===== config.mk =====
export PLATFORM = sky130hd
export DESIGN_NAME = next_state_sequencer
export DESIGN_NICKNAME = d
export VERILOG_FILES = /design/src/rtl/next_state_sequencer_pkg.sv /design/src/rtl/next_state_sequencer_lowest_set_bit16.sv /design/src/rtl/next_state_sequencer.sv
export SDC_FILE = /design/constraint.sdc
export NUM_CORES = 1
export LEC_CHECK = 0
export BUFFER_PORTS_ARGS = -buffer_cell sky130_fd_sc_hd__buf_4
export CORE_MARGIN = 2
export CORE_UTILIZATION = 52
export DETAILED_ROUTE_END_ITERATION = 12
export PLACE_DENSITY = 0.79
export SYNTH_ARGS = -nofsm -noshare
export SYNTH_HDL_FRONTEND = slang
export SYNTH_SLANG_ARGS = --single-unit

===== constraint.sdc =====
create_clock -name CLK -period 1.9 [get_ports CLK]
set_input_delay 0.095 -clock CLK [delete_from_list [all_inputs] [get_ports CLK]]
set_output_delay 0.095 -clock CLK [all_outputs]
set_load 0.01 [all_outputs]

===== src/rtl/next_state_sequencer_pkg.sv =====
// Shared control definitions for the microsequencer: next-address select codes
// and the fixed entry states.
package next_state_sequencer_pkg;

    typedef enum logic [2:0] {
        MsEncoder = 3'b000,
        MsInc     = 3'b001,
        MsJump    = 3'b010,
        MsCjump   = 3'b011,
        MsFetch   = 3'b100,
        MsWait    = 3'b101,
        MsCall    = 3'b110,
        MsReturn  = 3'b111
    } ms_sel_e;

    localparam logic [7:0] RESET_STATE = 8'd0;
    localparam logic [7:0] FETCH_STATE = 8'd1;

endpackage


===== src/rtl/next_state_sequencer_lowest_set_bit16.sv =====
// Priority encoder: index of the lowest set bit of a 16-bit vector, plus a
// zero flag. The index reads 0 when the vector is empty.
module lowest_set_bit16 (
    input  logic [15:0] vec,
    output logic [3:0]  idx,
    output logic        zero
);

    always_comb begin
        idx = 4'd0;
        // Scan downwards so the lowest set bit is the last one written.
        for (int i = 15; i >= 0; i--) begin
            if (vec[i]) begin
                idx = 4'(i);
            end
        end
    end

    assign zero = ~|vec;

endmodule


===== src/rtl/next_state_sequencer.sv =====
// Microprogram next-state sequencer with a single-level return register and a
// register-list walker for load/store multiple.
module next_state_sequencer
    import next_state_sequencer_pkg::*;
(
    input  logic        CLK,
    input  logic        RESET,
    input  logic [7:0]  ENC_STATE,
    input  logic [2:0]  MS_SEL,
    input  logic [7:0]  MS_TARGET,
    input  logic        COND,
    input  logic        MOC,
    input  logic        LIST_LOAD,
    input  logic        LIST_NEXT,
    input  logic [15:0] IR_LIST,
    output logic [7:0]  STATE,
    output logic [3:0]  REG_IDX,
    output logic        LIST_EMPTY,
    output logic        WAIT_MOC
);

    logic [7:0]  state_q, state_d;
    logic [7:0]  ret_q, ret_d;
    logic [7:0]  state_inc;
    logic [15:0] list_q, list_d;

    assign state_inc = state_q + 8'd1;

    always_comb begin
        state_d = state_inc;
        ret_d   = ret_q;
        unique case (ms_sel_e'(MS_SEL))
            MsEncoder: state_d = ENC_STATE;
            MsInc:     state_d = state_inc;
            MsJump:    state_d = MS_TARGET;
            MsCjump:   state_d = COND ? MS_TARGET : state_inc;
            MsFetch:   state_d = FETCH_STATE;
            MsWait:    state_d = MOC ? state_inc : state_q;
            MsCall: begin
                state_d = MS_TARGET;
                ret_d   = state_inc;
            end
            MsReturn:  state_d = ret_q;
            default:   state_d = state_inc;
        endcase
    end

    // Clearing the lowest set bit leaves an empty list at zero.
    always_comb begin
        list_d = list_q;
        if (LIST_LOAD) begin
            list_d = IR_LIST;
        end else if (LIST_NEXT) begin
            list_d = list_q & (list_q - 16'd1);
        end
    end

    always_ff @(posedge CLK or posedge RESET) begin
        if (RESET) begin
            state_q <= RESET_STATE;
            ret_q   <= RESET_STATE;
            list_q  <= 16'h0000;
        end else begin
            state_q <= state_d;
            ret_q   <= ret_d;
            list_q  <= list_d;
        end
    end

    lowest_set_bit16 u_lowest_set_bit16 (
        .vec  (list_q),
        .idx  (REG_IDX),
        .zero (LIST_EMPTY)
    );

    assign STATE    = state_q;
    assign WAIT_MOC = (MS_SEL == MsWait) && !MOC;

endmodule


== Yosys cells after proc, flatten, opt, wreduce, memory -nomap -nowiden ==
Index checks and enable logic that the tools add are counted.
Storage, ports and cells
  register bits after elaboration: 32
  output and inout port bits: 14
  word-level logic and storage cells: 42
Operators by class
  add/sub/neg operators: 2
  equal/unequal tests: 8
  muxes and demuxes: 21
  bitwise gates (word level): 1
  reductions and logical operators: 7
Operators with widths (number)
  4-bit two-way mux: 16
  8-bit one-hot mux with 7 select lines: 1
  16-bit two-way mux: 2
  16-bit AND: 1
  8-bit two-way mux: 2
  16-bit OR reduction: 1
  16-bit by 1-bit subtractor with 16-bit output, second input constant: 1
  3-bit equality test, second input constant: 4
  8-bit by 1-bit adder with 8-bit output, second input constant: 1
  3-bit by 2-bit equality test with 1-bit output, second input constant: 2
  3-bit by 1-bit equality test with 1-bit output, second input constant: 1
  3-bit zero test: 1
  1-bit zero test: 2
  2-bit inequality test, second input constant: 1
  2-bit nonzero test: 1
  2-bit OR reduction: 1
  1-bit logical AND: 1

== Longest topological paths before layout ==
  depth in word-level cells: 16
  gate-level depth with buffers: 7

== Cells and area by module ==
A second synthesis with hierarchy kept.
Unflattened totals
  cell total of the unflattened synthesis: 234
  area total of the unflattened synthesis: 1916.8 µm²
Modules (own cells, without submodules)
  next_state_sequencer: times used 1, cells each 201, area an instance 1731.7 µm²
  lowest_set_bit16: times used 1, cells each 33, area an instance 185.2 µm²

== Worst setup path before layout ==
Ideal clock, no wire load.
  path type: register to register
  start point: reg state_q[0], in the netlist STATE[0]
  end point: reg state_q[6], in the netlist STATE[6]
  arrival: 1.333 ns
  required time: 1.764 ns
  setup slack: 0.431 ns
  stages on the path, launching flop included: 6
  buffers on the path: 0
  cell sequence: dfrtp_1 ha_1 nand2_1 nor2_1 o41ai_1 a22oi_1
Between the ends
  longest elaborated chain between the ends: 3
RTL lines
  start, declared: RTL line next_state_sequencer.sv:22  | logic [7:0] state_q, state_d;
  start signal, assigned: RTL line next_state_sequencer.sv:64  | state_q <= state_d;
  8-bit by 1-bit adder with 8-bit output *: RTL line next_state_sequencer.sv:27  | assign state_inc = state_q + 8'd1;
  8-bit two-way mux, on equally long branches: RTL line next_state_sequencer.sv:38, next_state_sequencer.sv:36
  8-bit one-hot mux with 7 select lines *: RTL line next_state_sequencer.sv:32  | unique case (ms_sel_e'(MS_SEL))
Mark *: on every way between the ends. The rest lies on a longest branch, timed or not. The select of a mux whose other input is x is not followed.
A chain may end at the register's enable or synchronous reset.

== Worst setup path after layout ==
  start point: reg list_q[0]
  end point: out LIST_EMPTY
Between the ends
  longest elaborated chain between the ends: 2
RTL lines
  start, declared: RTL line next_state_sequencer.sv:25  | logic [15:0] list_q, list_d;
  start signal, assigned: RTL line next_state_sequencer.sv:66  | list_q <= list_d;
  16-bit OR reduction: RTL line next_state_sequencer_lowest_set_bit16.sv:19  | assign zero = ~|vec;
  1-bit zero test: RTL line next_state_sequencer_lowest_set_bit16.sv:19
  end, declared: RTL line next_state_sequencer.sv:18  | output logic LIST_EMPTY,
Every way passes these cells.

==> run metrics <==
Leak=approximately 1.1 nW; Yosys top cell by area=dfrtp_1; Synth Flop Type=dfrtp_1; layout cells sized above 1=around a quarter; Crit. End Element=primary output; unrepaired setup endpoints after global routing=false; Ys Warns=0; peak supply drop=492 uV; Yosys reg bits=32; CTS buffer count=5; Tightest Pin Transition=between 500 and 600 ps; R2R setup slack=280 ps; fin crit period=approximately 1800 ps; Final ANT Viol Nets=0; Netlist Area Pre-Place=between 2000 and 2500 um2; Design Area, Final=2570 um2; Synth Area per Inst=roughly 8.1 um2; max_slew headroom=between 60% and 70%; Placement Cell Area=around 2400 um2; Max Slew Vio Count=0; CTS HTree Levels=2; Slowest-stage cell, CP=dfrtp_1; post-layout net count=around 340; CTS root buf=clkbuf_8; Critical R2R Capture=STATE[6]; Pwr Density=~800 nW/um2; first drt pass iteration count=6; crit-path cells=nor4_4 > nand2_1 > nor4_1 > buf_4; Core Rows=22; clock tree from TritonCTS=yes; CTS max path bufs=2; post-synth cell types=47; routed vias/inst=about 5.6; Die ar.=about 4400 um2; delay-heaviest family, CP=simple AND/OR/NAND/NOR gates; largest net degree at the start of global routing=33; share of the synthesized area in the top cell type=39.7%; Reg2Reg Depth=5; Post-synth ARST share=100%; port bufs=54; CP max stage delay=450 ps; critical path startpoint category=flip-flop; WP data arrival=1680 ps; FMAX=0.562 GHz; final cell count without fillers=between 300 and 400; routed vias=1979; hold_sp=IR_LIST[1]; count leader, synth=nand2_1; DRT iter0 DRCs=roughly 180; final wirelength=5040 um; sequential area share after synthesis=roughly two fifths; Synth top cells by count=nand2_1, o21ai_0, dfrtp_1; Hold EP=list_q[1]; Tot Pwr=approximately 2.1 mW; Reg-to-Reg Start=STATE[0]; Post-DP HPWL=around 3600 um; vias in the first global route=about 1800; Core Area=about 3700 um2; worst hold path class=in -> reg; clk slew on worst S/H paths=roughly 80 ps; All-Layer GR Usage=approximately a quarter; Area contributors post-synth=dfrtp_1, nand2_1, o21ai_0; Req. time, crit path=1800 ps; WS Path Type=reg -> out; Post-Syn Nets=just under 300; first-pass GRT wire length=about 8000 um; outcome=complete, no violations; cell count after placement=340; Syn-to-layout area delta=27.5%; Hold Path Stages=3; worst path buffer plus inverter count=1; Skew-Pair Late Insertion Delay=~290 ps; wire per inst=approximately 14 um; Antenna Cells=0; DRC=0; Die Wd=66.3 um; Hold Vio Cnt, Final=0; setup TNS=0 ps; GRT Residual Overflow=0; Die Span Y=66.3 um; Initial Util=a little over half; antenna violations before repair=0; max_cap viols=0; Top-Level Pins=55; Gate Count Post-Synth=249; RD Place Congestion=just under 0.9; fin crit share=a little over 90%; CP max FO=6; Worst Skew=7.70 ps; Finish-stage setup viols=0; clk sinks=32; EDFF count, synth=0
-- area by class of cell --
type | instances | area, um2
repair buffers | 59 | 445
multi-input cells | 192 | 1110
fillers | 323 | 1110
well taps | 48 | 60.1
clock buffers | 5 | 68.8
flip-flops and latches | 32 | 802
clock inverters | 3 | 42.5
inverters | 12 | 45.0
-- how the worst max path moves through the flow --
stage | from | endpoint | cells past startpoint
2_1_floorplan | STATE[0] | STATE[6] | 5
3_3_place_gp | list_q[8] | REG_IDX[2] | 5
3_5_place_dp | STATE[0] | STATE[6] | 5
4_1_cts | list_q[8] | REG_IDX[2] | 5
5_1_grt | list_q[0] | LIST_EMPTY | 4
6_report | list_q[0] | LIST_EMPTY | 4
-- registers in the layout, indices dropped and copies added (netlist names) --
name	flops
list_q	16
STATE	8
ret_q	8
-- cell families (layout without fill, tap and decap cells) --
group           after synthesis  after routing  synth area share, %
compound gates               84             84                 25.5
xor+xnor                      6              6                 2.60
fa+ha+maj                     1              1                0.620
buf+inv                      25             79                 6.20
flops                        32             32                 39.7
mux                           2              2                 1.12
simple gates                 99             99                 24.3
-- where the power goes --
group	switching (mW)	internal, mW	leakage [nW]	total (mW)
registers	0.117	0.782	0.398	0.899
logic	0.242	0.250	0.680	0.493
clock network	0.276	0.388	0.0541	0.664
total	0.635	1.42	1.13	2.06
-- metrics by stage --
stage	worst slack (ps)	hold WS (ps)	util (%)
final	122	2.32	69.8
after global routing	6.71	0.969	69.8
after CTS	55.1	3.61	68.9
after detailed placement	354	214	65.6
after global placement	361	212	65.6
after floorplan	431	202	-
-- what timing repair did --
action                                  in CTS  in global routing
resized for setup                            0                  4
setup buffers                                0                  2
endpoints found under the setup margin       0                  2
hold buffers                                 1                  0
hold endpoints to repair                    32                  0
-- cells in the final DEF (no fill, tap or decap), types with 2 or more instances in the layout --
master,count
buf_4,58
or2_1,2
a21oi_2,2
and2_1,3
a221oi_1,2
a22oi_1,4
o21ai_0,37
a21oi_1,16
dfrtp_1,31
a21boi_0,2
o31ai_1,3
nor3_1,7
nand3_1,6
o32a_1,2
clkbuf_8,5
nand2_1,51
nor4_4,3
nor2_1,14
xnor2_1,6
a21o_1,2
mux2_2,2
inv_1,12
nand3b_1,2
o41ai_1,4
o22ai_1,2
-- worst reg2reg max path, stage by stage, from the launching register on --
cell	delay [ps]
dfrtp_1	460
ha_1	290
nand2_1	140
nor2_1	80
o41ai_1	370
a22oi_1	140
-- layer usage --
layer  GRT usage, %  vias up  routed length (um)
li1               -      985                   -
met1           34.2      925                2280
met2           38.9       63                2370
met3           6.30        6                 341
met4           5.61        0                  41
met5              0        -                   0
No activity file was read; power rests on OpenSTA's default activity.
